$ cat src/rtl/psg_bus_xfer_if.sv
// Signal bundle between the PSG bus transfer block, its requesters and the shared memory port.
// The transfer block uses the master view; a requester/memory side uses the slave view.
interface psg_bus_xfer_if #(
    parameter int AW = 16,
    parameter int DW = 16
);
    logic [7:0]      sel;
    logic [2:0]      seln;
    logic [7:0]      req;
    logic [8*AW-1:0] req_adr;
    logic [8*DW-1:0] req_dat;
    logic [7:0]      req_we;
    logic            ack;
    logic            mem_cs;
    logic            mem_we;
    logic [AW-1:0]   mem_adr;
    logic [DW-1:0]   mem_dat_o;
    logic [DW-1:0]   mem_dat_i;
    logic [7:0]      done;
    logic [DW-1:0]   rdat;

    modport master (
        input  sel, seln, req, req_adr, req_dat, req_we, mem_dat_i,
        output ack, mem_cs, mem_we, mem_adr, mem_dat_o, done, rdat
    );

    modport slave (
        output sel, seln, req, req_adr, req_dat, req_we, mem_dat_i,
        input  ack, mem_cs, mem_we, mem_adr, mem_dat_o, done, rdat
    );
endinterface

$ cat src/rtl/psg_bus_xfer.sv
// Runs one fixed-latency PSG memory access for the arbiter's current owner and
// reports completion and read data back to that requester.
module psg_bus_xfer #(
    parameter int AW     = 16,
    parameter int DW     = 16,
    parameter int RD_LAT = 2
) (
    input  logic           clk,
    input  logic           rst,
    input  logic           ce,
    psg_bus_xfer_if.master bus
);
    if (RD_LAT < 1 || RD_LAT > 15) begin : g_bad_lat
        $error("psg_bus_xfer: RD_LAT must be in 1..15");
    end

    typedef enum logic [1:0] {IDLE, GRANT, ACCESS} state_t;

    state_t     state;
    logic [3:0] cnt;
    logic [2:0] owner;

    // The arbiter re-arbitrates on ce & ack, so ack must only be high between transfers.
    assign bus.ack = (state == IDLE);

    always_ff @(posedge clk or negedge rst) begin
        if (!rst) begin
            state         <= IDLE;
            cnt           <= '0;
            owner         <= '0;
            bus.mem_cs    <= 1'b0;
            bus.mem_we    <= 1'b0;
            bus.mem_adr   <= '0;
            bus.mem_dat_o <= '0;
            bus.done      <= '0;
            bus.rdat      <= '0;
        end else begin
            bus.mem_cs <= 1'b0;
            bus.done   <= '0;
            unique case (state)
                IDLE: begin
                    if (ce) state <= GRANT;
                end
                GRANT: begin
                    // seln alone picks the slice; sel only says whether any grant exists.
                    if (|bus.sel && bus.req[bus.seln]) begin
                        bus.mem_adr   <= bus.req_adr[int'(bus.seln)*AW +: AW];
                        bus.mem_dat_o <= bus.req_dat[int'(bus.seln)*DW +: DW];
                        bus.mem_we    <= bus.req_we[bus.seln];
                        bus.mem_cs    <= 1'b1;
                        owner         <= bus.seln;
                        cnt           <= 4'(RD_LAT);
                        state         <= ACCESS;
                    end else begin
                        state <= IDLE;
                    end
                end
                ACCESS: begin
                    if (cnt != 4'd0) begin
                        cnt <= cnt - 4'd1;
                    end else begin
                        if (!bus.mem_we) bus.rdat <= bus.mem_dat_i;
                        bus.done[owner] <= 1'b1;
                        bus.mem_we      <= 1'b0;
                        state           <= IDLE;
                    end
                end
                default: state <= IDLE;
            endcase
        end
    end
endmodule

$ cat src/flat_wrapper.sv
// flat-port wrapper written by rule: the top's interface ports become plain ports
module psg_bus_xfer_flat 
#(
    parameter int AW     = 16,
    parameter int DW     = 16,
    parameter int RD_LAT = 2
)
  (clk, rst, ce, bus_sel, bus_seln, bus_req, bus_req_adr, bus_req_dat, bus_req_we, bus_mem_dat_i, bus_ack, bus_mem_cs, bus_mem_we, bus_mem_adr, bus_mem_dat_o, bus_done, bus_rdat);
  psg_bus_xfer_if #(.AW(AW), .DW(DW)) bus_i ();
  input  logic clk;
  input  logic rst;
  input  logic ce;
  input wire logic [$bits(bus_i.sel)-1:0] bus_sel;
  input wire logic [$bits(bus_i.seln)-1:0] bus_seln;
  input wire logic [$bits(bus_i.req)-1:0] bus_req;
  input wire logic [$bits(bus_i.req_adr)-1:0] bus_req_adr;
  input wire logic [$bits(bus_i.req_dat)-1:0] bus_req_dat;
  input wire logic [$bits(bus_i.req_we)-1:0] bus_req_we;
  input wire logic [$bits(bus_i.mem_dat_i)-1:0] bus_mem_dat_i;
  output wire logic [$bits(bus_i.ack)-1:0] bus_ack;
  output wire logic [$bits(bus_i.mem_cs)-1:0] bus_mem_cs;
  output wire logic [$bits(bus_i.mem_we)-1:0] bus_mem_we;
  output wire logic [$bits(bus_i.mem_adr)-1:0] bus_mem_adr;
  output wire logic [$bits(bus_i.mem_dat_o)-1:0] bus_mem_dat_o;
  output wire logic [$bits(bus_i.done)-1:0] bus_done;
  output wire logic [$bits(bus_i.rdat)-1:0] bus_rdat;
  assign bus_i.sel = bus_sel;
  assign bus_i.seln = bus_seln;
  assign bus_i.req = bus_req;
  assign bus_i.req_adr = bus_req_adr;
  assign bus_i.req_dat = bus_req_dat;
  assign bus_i.req_we = bus_req_we;
  assign bus_i.mem_dat_i = bus_mem_dat_i;
  assign bus_ack = bus_i.ack;
  assign bus_mem_cs = bus_i.mem_cs;
  assign bus_mem_we = bus_i.mem_we;
  assign bus_mem_adr = bus_i.mem_adr;
  assign bus_mem_dat_o = bus_i.mem_dat_o;
  assign bus_done = bus_i.done;
  assign bus_rdat = bus_i.rdat;
  psg_bus_xfer #(.AW(AW), .DW(DW), .RD_LAT(RD_LAT)) u_core (.clk(clk), .rst(rst), .ce(ce), .bus(bus_i));
endmodule
$ cat config.mk
export PLATFORM = sky130hd
export DESIGN_NAME = psg_bus_xfer_flat
export DESIGN_NICKNAME = d
export VERILOG_FILES = /design/src/rtl/psg_bus_xfer_if.sv /design/src/rtl/psg_bus_xfer.sv /design/src/flat_wrapper.sv
export SDC_FILE = /design/constraint.sdc
export NUM_CORES = 1
export LEC_CHECK = 0
export CAP_MARGIN = 0
export CORE_AREA = 5 5 139 141
export DETAILED_ROUTE_END_ITERATION = 8
export DIE_AREA = 0 0 144 146
export MAX_ROUTING_LAYER = met4
export PLACE_DENSITY = 0.77
export REMOVE_ABC_BUFFERS = 1
export SLEW_MARGIN = 20
export SYNTH_ARGS = -nofsm -noshare
export SYNTH_HDL_FRONTEND = slang
export SYNTH_SLANG_ARGS = --single-unit
$ cat constraint.sdc
create_clock -name clk -period 3.7 [get_ports clk]
set_input_delay 1.11 -clock clk [delete_from_list [all_inputs] [get_ports clk]]
set_output_delay 1.11 -clock clk [all_outputs]
set_load 0.05 [all_outputs]
==> impl_metrics.env, run 1 <==
export IMPL_outcome="finished, final reports clean"
export IMPL_nFillCells=1574
export IMPL_cp_cell_sequence="inv_1 > ha_1 > clkdlybuf4s50_1"
export IMPL_ff_latch_area_um2=1677
export IMPL_drtPass1Iterations=5
export IMPL_final_nets=1005
export IMPL_fin_util_pct=48.70
export IMPL_crit_required_ns=2.59
export IMPL_power_density_nw_per_um2=503.0
export IMPL_die_w_um=144
export IMPL_drtAntennaViolNets=0
export IMPL_dominantRegCellSynth="dfrtp_1"
export IMPL_cts_tree="built"
export IMPL_hold_depth=2
export IMPL_grt_usage_pct=18.03
export IMPL_cp_num_buf_inv=2
export IMPL_grt_pass1_vias=4887
export IMPL_vias=4399
export IMPL_wl_mm=19.07
export IMPL_coreArea_um2=17840
export IMPL_vdd_ir_drop_max_uv=291.2
export IMPL_drt_iter0_drc=130
export IMPL_syn_to_final_growth_pct=91.19
export IMPL_fin_tns_setup_ns=0
export IMPL_drive_above_1_share_pct=16.36
export IMPL_ys_warn_count=0
export IMPL_postCtsHoldBufs=0
export IMPL_synth_seq_area_share_pct=36.89
export IMPL_synth_cells=345
export IMPL_clock_sinks=67
export IMPL_placementRows=49
export IMPL_post_route_period_util_pct=80.02
export IMPL_clock_skew_ns=0.005576
export IMPL_multi_input_area_um2=2708
export IMPL_finalInstanceArea_um2=8688
export IMPL_ff2ff_path_depth=6
export IMPL_grt_start_max_net_pins=68
export IMPL_critical_path_max_stage_delay_ns=0.83
export IMPL_cpLargestDelayFamily="buffers and inverters"
export IMPL_worst_slack_ns=0.7393
export IMPL_cts_setup_buffers=0
export IMPL_post_drt_wl_per_cell_um=20.35
export IMPL_worst_pin_slew_ns=0.8836
export IMPL_critPathKind="flop to primary output"
export IMPL_ys_ff_latch=67
export IMPL_cts_buffers=9
export IMPL_postCtsResizedCells=0
export IMPL_slew_headroom_pct=41.09
export IMPL_viasPerCell=4.695
export IMPL_cp_slowest_cell="clkdlybuf4s50_1"
export IMPL_io_pins=361
export IMPL_port_buffers=360
export IMPL_netlist_area_leader_share_pct=36.89
export IMPL_hold_viol_final=0
export IMPL_hpwl_mm=16.10
export IMPL_critPathLaunchType="flop"
export IMPL_grt_ovfl_total=0
export IMPL_synth_commonest_cells="dfrtp_1 (67), mux4_2 (66), nand2_1 (41), o21ai_0 (39), mux2i_1 (37)"
export IMPL_route_detailed_drc=0
export IMPL_antenna_found_initial=5
export IMPL_cap_violations=0
export IMPL_cp_end_kind="primary output"
export IMPL_synthTopCellsByArea="dfrtp_1 (37%), mux4_2 (33%), mux2i_1 (8.1%)"
export IMPL_place_ws_ns=0.5363
export IMPL_synthArstFlopShare_pct=100.0
export IMPL_rsz0062_at_grt="false"
export IMPL_root_buffer="clkbuf_16"
export IMPL_die_area_um2=21020
export IMPL_clk_pin_slew_ns=0.06
export IMPL_yosysMostFrequentCell="dfrtp_1"
export IMPL_synth_largest_area_cell="dfrtp_1"
export IMPL_synth_avg_cell_area_um2=13.17
export IMPL_syn_cell_area_um2=4544
export IMPL_setup_viol=0
export IMPL_post_synth_num_cell_types=33
export IMPL_placed_area_um2=8388
export IMPL_crit_cells=3
export IMPL_grt_pass1_wl_mm=27.63
export IMPL_clock_latency_ns=0.33
export IMPL_synth_edf_count=0
export IMPL_layout_min_cycle_time_ns=2.961
export IMPL_cp_arrival_ns=1.85
export IMPL_clock_path_buffers=2
export IMPL_path_max_fanout=3
export IMPL_place_congestion=0.8043
export IMPL_max_clock_freq_mhz=337.8
export IMPL_maxSlewViolCount=0
export IMPL_die_y_um=146
export IMPL_p_leak_nw=3.471
export IMPL_floorplan_initialDensity_pct=25.47
export IMPL_hold_path_class="flop to flop"
export IMPL_cts_htree_levels=3
==> registers in the layout, indices dropped and copies added, names as in the netlist <==
signal                count
u_core.bus.mem_dat_o     16
u_core.state              2
u_core.cnt                4
u_core.bus.mem_cs         1
u_core.bus.mem_adr       16
u_core.owner              3
u_core.bus.done           8
u_core.bus.mem_we         1
u_core.bus.rdat          16
==> layout by cell type (no fill, tap or decap), types with 2 or more instances in the layout <==
cell type and count:
ha_1 5, buf_4 10, inv_1 9, clkbuf_16 9
nand2_1 41, nor3_1 2, o41ai_1 2, mux4_2 66
o21ai_0 39, buf_12 2, mux2_2 19, clkbuf_1 3
clkdlybuf4s50_1 356, diode_2 5, nand2b_1 2, o21a_1 2
nor4_1 3, mux2i_1 37, dfrtp_1 67, nor2_1 9
==> metrics by stage <==
step / hold WS (ns) / power (mW) / instances
2_1_floorplan: 0.4646 / 2.494 / 318
3_3_place_gp: 0.4616 / 3.522 / 916
3_5_place_dp: 0.4699 / 3.560 / 916
4_1_cts: 0.4829 / 4.432 / 932
5_1_grt: 0.4964 / 4.618 / 937
6_report: 0.4769 / 4.370 / 937
==> cell families (layout without fill, tap and decap cells) <==
group           after synthesis  after routing  share of synthesized area, %
buf+inv                      36            394                         3.524
compound gates               50             50                         6.415
fa+ha+maj                     5              5                         1.377
flops                        67             67                         36.89
mux                         122            122                         45.57
simple gates                 65             65                         6.223
other cells                   0              5                             0
==> final timing paths <==
check	startpoint	to	slack (ns)
max	u_core.state[1]	bus_ack	0.74
min reg2reg	u_core.bus.mem_dat_o[5]	u_core.bus.mem_dat_o[5]	0.48
max in group asynchronous	rst	u_core.bus.mem_dat_o[0]	2.22
min in group asynchronous	rst	u_core.cnt[2]	0.89
max reg2reg	u_core.cnt[0]	u_core.bus.rdat[9]	1.33
min	u_core.bus.mem_dat_o[5]	u_core.bus.mem_dat_o[5]	0.48
==> power by group <==
group	total, mW	internal [mW]	switching (mW)
logic	2.38	1.01	1.37
registers	1.15	0.991	0.154
clock network	0.844	0.522	0.322
==> routing by layer <==
layer,vias to the layer above,track usage [%],routed length [um]
li1,2063,-,-
met1,2120,19.24,6945
met2,196,31.35,10010
met3,20,6.375,1845
met4,0,5.038,272
met5,-,-,0
==> cell type report <==
class / count / area share [%]
clock inverter: 4 / 0.5904
sequential: 67 / 19.30
clock buffer: 12 / 2.722
multi-input combinational: 242 / 31.16
tap: 229 / 3.298
antenna: 5 / 0.1440
timing repair buffer: 369 / 42.40
inverter: 9 / 0.3888
==> worst reg2reg max path, delay by kind of cell, from the launching register on <==
| family | cells | cell delay, ns |
|---|---|---|
| buf+inv | 1 | 0.09 |
| flops | 1 | 0.40 |
| simple gates | 3 | 1.21 |
| fa+ha+maj | 1 | 0.14 |
| mux | 1 | 0.41 |
Note: power is estimated with default switching activity, not from simulation.
==> run 2, diff against run 1 <==
--- a/config.mk
+++ b/config.mk
@@ -6,11 +6,11 @@
 export NUM_CORES = 1
 export LEC_CHECK = 0
 export CAP_MARGIN = 0
-export CORE_AREA = 5 5 139 141
+export CORE_AREA = 5 5 137 139
 export DETAILED_ROUTE_END_ITERATION = 8
-export DIE_AREA = 0 0 144 146
+export DIE_AREA = 0 0 142 144
 export MAX_ROUTING_LAYER = met4
-export PLACE_DENSITY = 0.77
+export PLACE_DENSITY = 0.78
 export REMOVE_ABC_BUFFERS = 1
 export SLEW_MARGIN = 20
 export SYNTH_ARGS = -nofsm -noshare
==> constraint.sdc (replaced) <==
create_clock -name clk -period 2.9 [get_ports clk]
set_input_delay 0.87 -clock clk [delete_from_list [all_inputs] [get_ports clk]]
set_output_delay 0.87 -clock clk [all_outputs]
set_load 0.05 [all_outputs]
==> impl_metrics.env, run 2 (same netlist as run 1, synthesis figures left out) <==
export IMPL_maxSlewViolCount=0
export IMPL_wl_mm=17.95
export IMPL_hold_path_class="flop to flop"
export IMPL_place_ws_ns=0.2902
export IMPL_mostFrequentLayoutCell="clkdlybuf4s50_1"
export IMPL_max_clock_freq_mhz=366.4
export IMPL_vias=4401
export IMPL_slew_headroom_pct=43.40
export IMPL_route_detailed_drc=0
export IMPL_placementRows=49
export IMPL_post_drt_wl_per_cell_um=19.16
export IMPL_cp_end_kind="primary output"
export IMPL_ff2ff_path_depth=7
export IMPL_critPathKind="flop to primary output"
export IMPL_fin_tns_setup_ns=0
export IMPL_path_max_fanout=3
export IMPL_worst_slack_ns=0.1705
export IMPL_cts_tree="built"
export IMPL_coreArea_um2=17530
export IMPL_hold_viol_final=0
export IMPL_rsz0062_at_grt="false"
export IMPL_root_buffer="clkbuf_16"
export IMPL_hpwl_mm=15.25
export IMPL_hold_depth=2
export IMPL_timing_rr_start="u_core.cnt[0]"
export IMPL_cp_arrival_ns=1.86
export IMPL_grt_pass1_vias=4719
export IMPL_drt_iter0_drc=164
export IMPL_cp_slowest_cell="clkdlybuf4s50_1"
export IMPL_cap_violations=0
export IMPL_clk_pin_slew_ns=0.06
export IMPL_nFillCells=1604
export IMPL_io_pins=361
export IMPL_clock_latency_ns=0.34
export IMPL_port_buffers=360
export IMPL_regToRegSetupSlack_ns=0.89
export IMPL_clock_sinks=67
export IMPL_crit_required_ns=2.03
export IMPL_cts_htree_levels=3
export IMPL_layout_min_cycle_time_ns=2.729
export IMPL_post_route_period_util_pct=94.12
export IMPL_worst_pin_slew_ns=0.8491
export IMPL_outcome="finished, final reports clean"
export IMPL_die_w_um=142
export IMPL_grt_usage_pct=17.16
export IMPL_cts_buffers=9
export IMPL_crit_reg2reg_capture="u_core.bus.rdat[5]"
export IMPL_die_y_um=144
export IMPL_postCtsHoldBufs=0
export IMPL_postCtsResizedCells=0
export IMPL_critical_path_max_stage_delay_ns=0.82
export IMPL_grt_ovfl_total=0
export IMPL_final_cell_mix="clkdlybuf4s50_1 (356), dfrtp_1 (67), mux4_2 (66)"
export IMPL_final_nets=1009
export IMPL_viasPerCell=4.697
export IMPL_antenna_found_initial=0
export IMPL_hold_path_end="u_core.bus.mem_dat_o[6]"
export IMPL_fin_util_pct=49.87
export IMPL_reg_top3="u_core.bus.mem_adr (16), u_core.bus.mem_dat_o (16), u_core.bus.rdat (16)"
export IMPL_drtAntennaViolNets=0
export IMPL_critPathLaunchType="flop"
export IMPL_syn_to_final_growth_pct=92.43
export IMPL_drive_above_1_share_pct=17.26
export IMPL_p_leak_nw=3.513
export IMPL_clock_path_buffers=2
export IMPL_grt_pass1_wl_mm=25.65
export IMPL_setup_viol=0
export IMPL_floorplan_initialDensity_pct=25.92
export IMPL_clock_skew_ns=0.008701
export IMPL_die_area_um2=20450
export IMPL_timing_hold_ws_ns=0.4803
export IMPL_grt_start_max_net_pins=68
export IMPL_vdd_ir_drop_max_uv=438.5
export IMPL_power_density_nw_per_um2=641.8
export IMPL_cp_cell_sequence="inv_1 > ha_1 > clkdlybuf4s50_1"
export IMPL_drtPass1Iterations=4
export IMPL_place_congestion=0.8357
export IMPL_cts_setup_buffers=0
export IMPL_hold_start="u_core.bus.mem_dat_o[6]"
## run 2: worst max-delay path by stage
stage | from | endpoint
4_1_cts | u_core.state[1] | bus_ack
6_report | u_core.state[1] | bus_ack
3_3_place_gp | bus_sel[5] | u_core.cnt[3]
5_1_grt | u_core.state[1] | bus_ack
2_1_floorplan | bus_seln[0] | u_core.owner[0]
3_5_place_dp | bus_sel[1] | u_core.cnt[3]
## run 2: final cells by class
| type | instances | area [um2] | share of cell area, % |
|---|---|---|---|
| multi-input cells | 242 | 2708 | 30.96 |
| inverters | 9 | 33.78 | 0.3863 |
| clock inverters | 5 | 61.31 | 0.7011 |
| diodes | 1 | 2.502 | 0.02862 |
| well taps | 229 | 286.5 | 3.277 |
| clock buffers | 11 | 252.7 | 2.890 |
| flip-flops and latches | 67 | 1677 | 19.17 |
| repair buffers | 373 | 3724 | 42.58 |
## run 2: power breakdown
group          internal, mW  total (mW)  switching (mW)  leakage [nW]
clock                 0.715        1.13           0.418         0.156
sequential             1.26        1.46           0.199         0.864
combinational          1.28        3.02            1.74          2.49
total                  3.25        5.61            2.36          3.51
## run 2: stage by stage
step	power (mW)	instances	cell area, um2
3_5_place_dp	4.534	920	8428
2_1_floorplan	3.182	318	4418
3_3_place_gp	4.468	920	8428
5_1_grt	5.929	936	8742
6_report	5.612	937	8745
4_1_cts	5.690	936	8742
## run 2: worst max-delay path: cells and delay by family, from the launching register on
family	cells	cell delay [ns]
buffers and inverters	2	0.93
adders and majority gates	1	0.21
DFF	1	0.38
## run 2: layer usage
layer / GRT usage (%) / up-vias / part of all wire (%)
li1: - / 2062 / -
met1: 19.45 / 2129 / 37
met2: 30.68 / 197 / 54
met3: 3.604 / 13 / 7.6
met4: 4.848 / 0 / 0.91
met5: - / - / 0
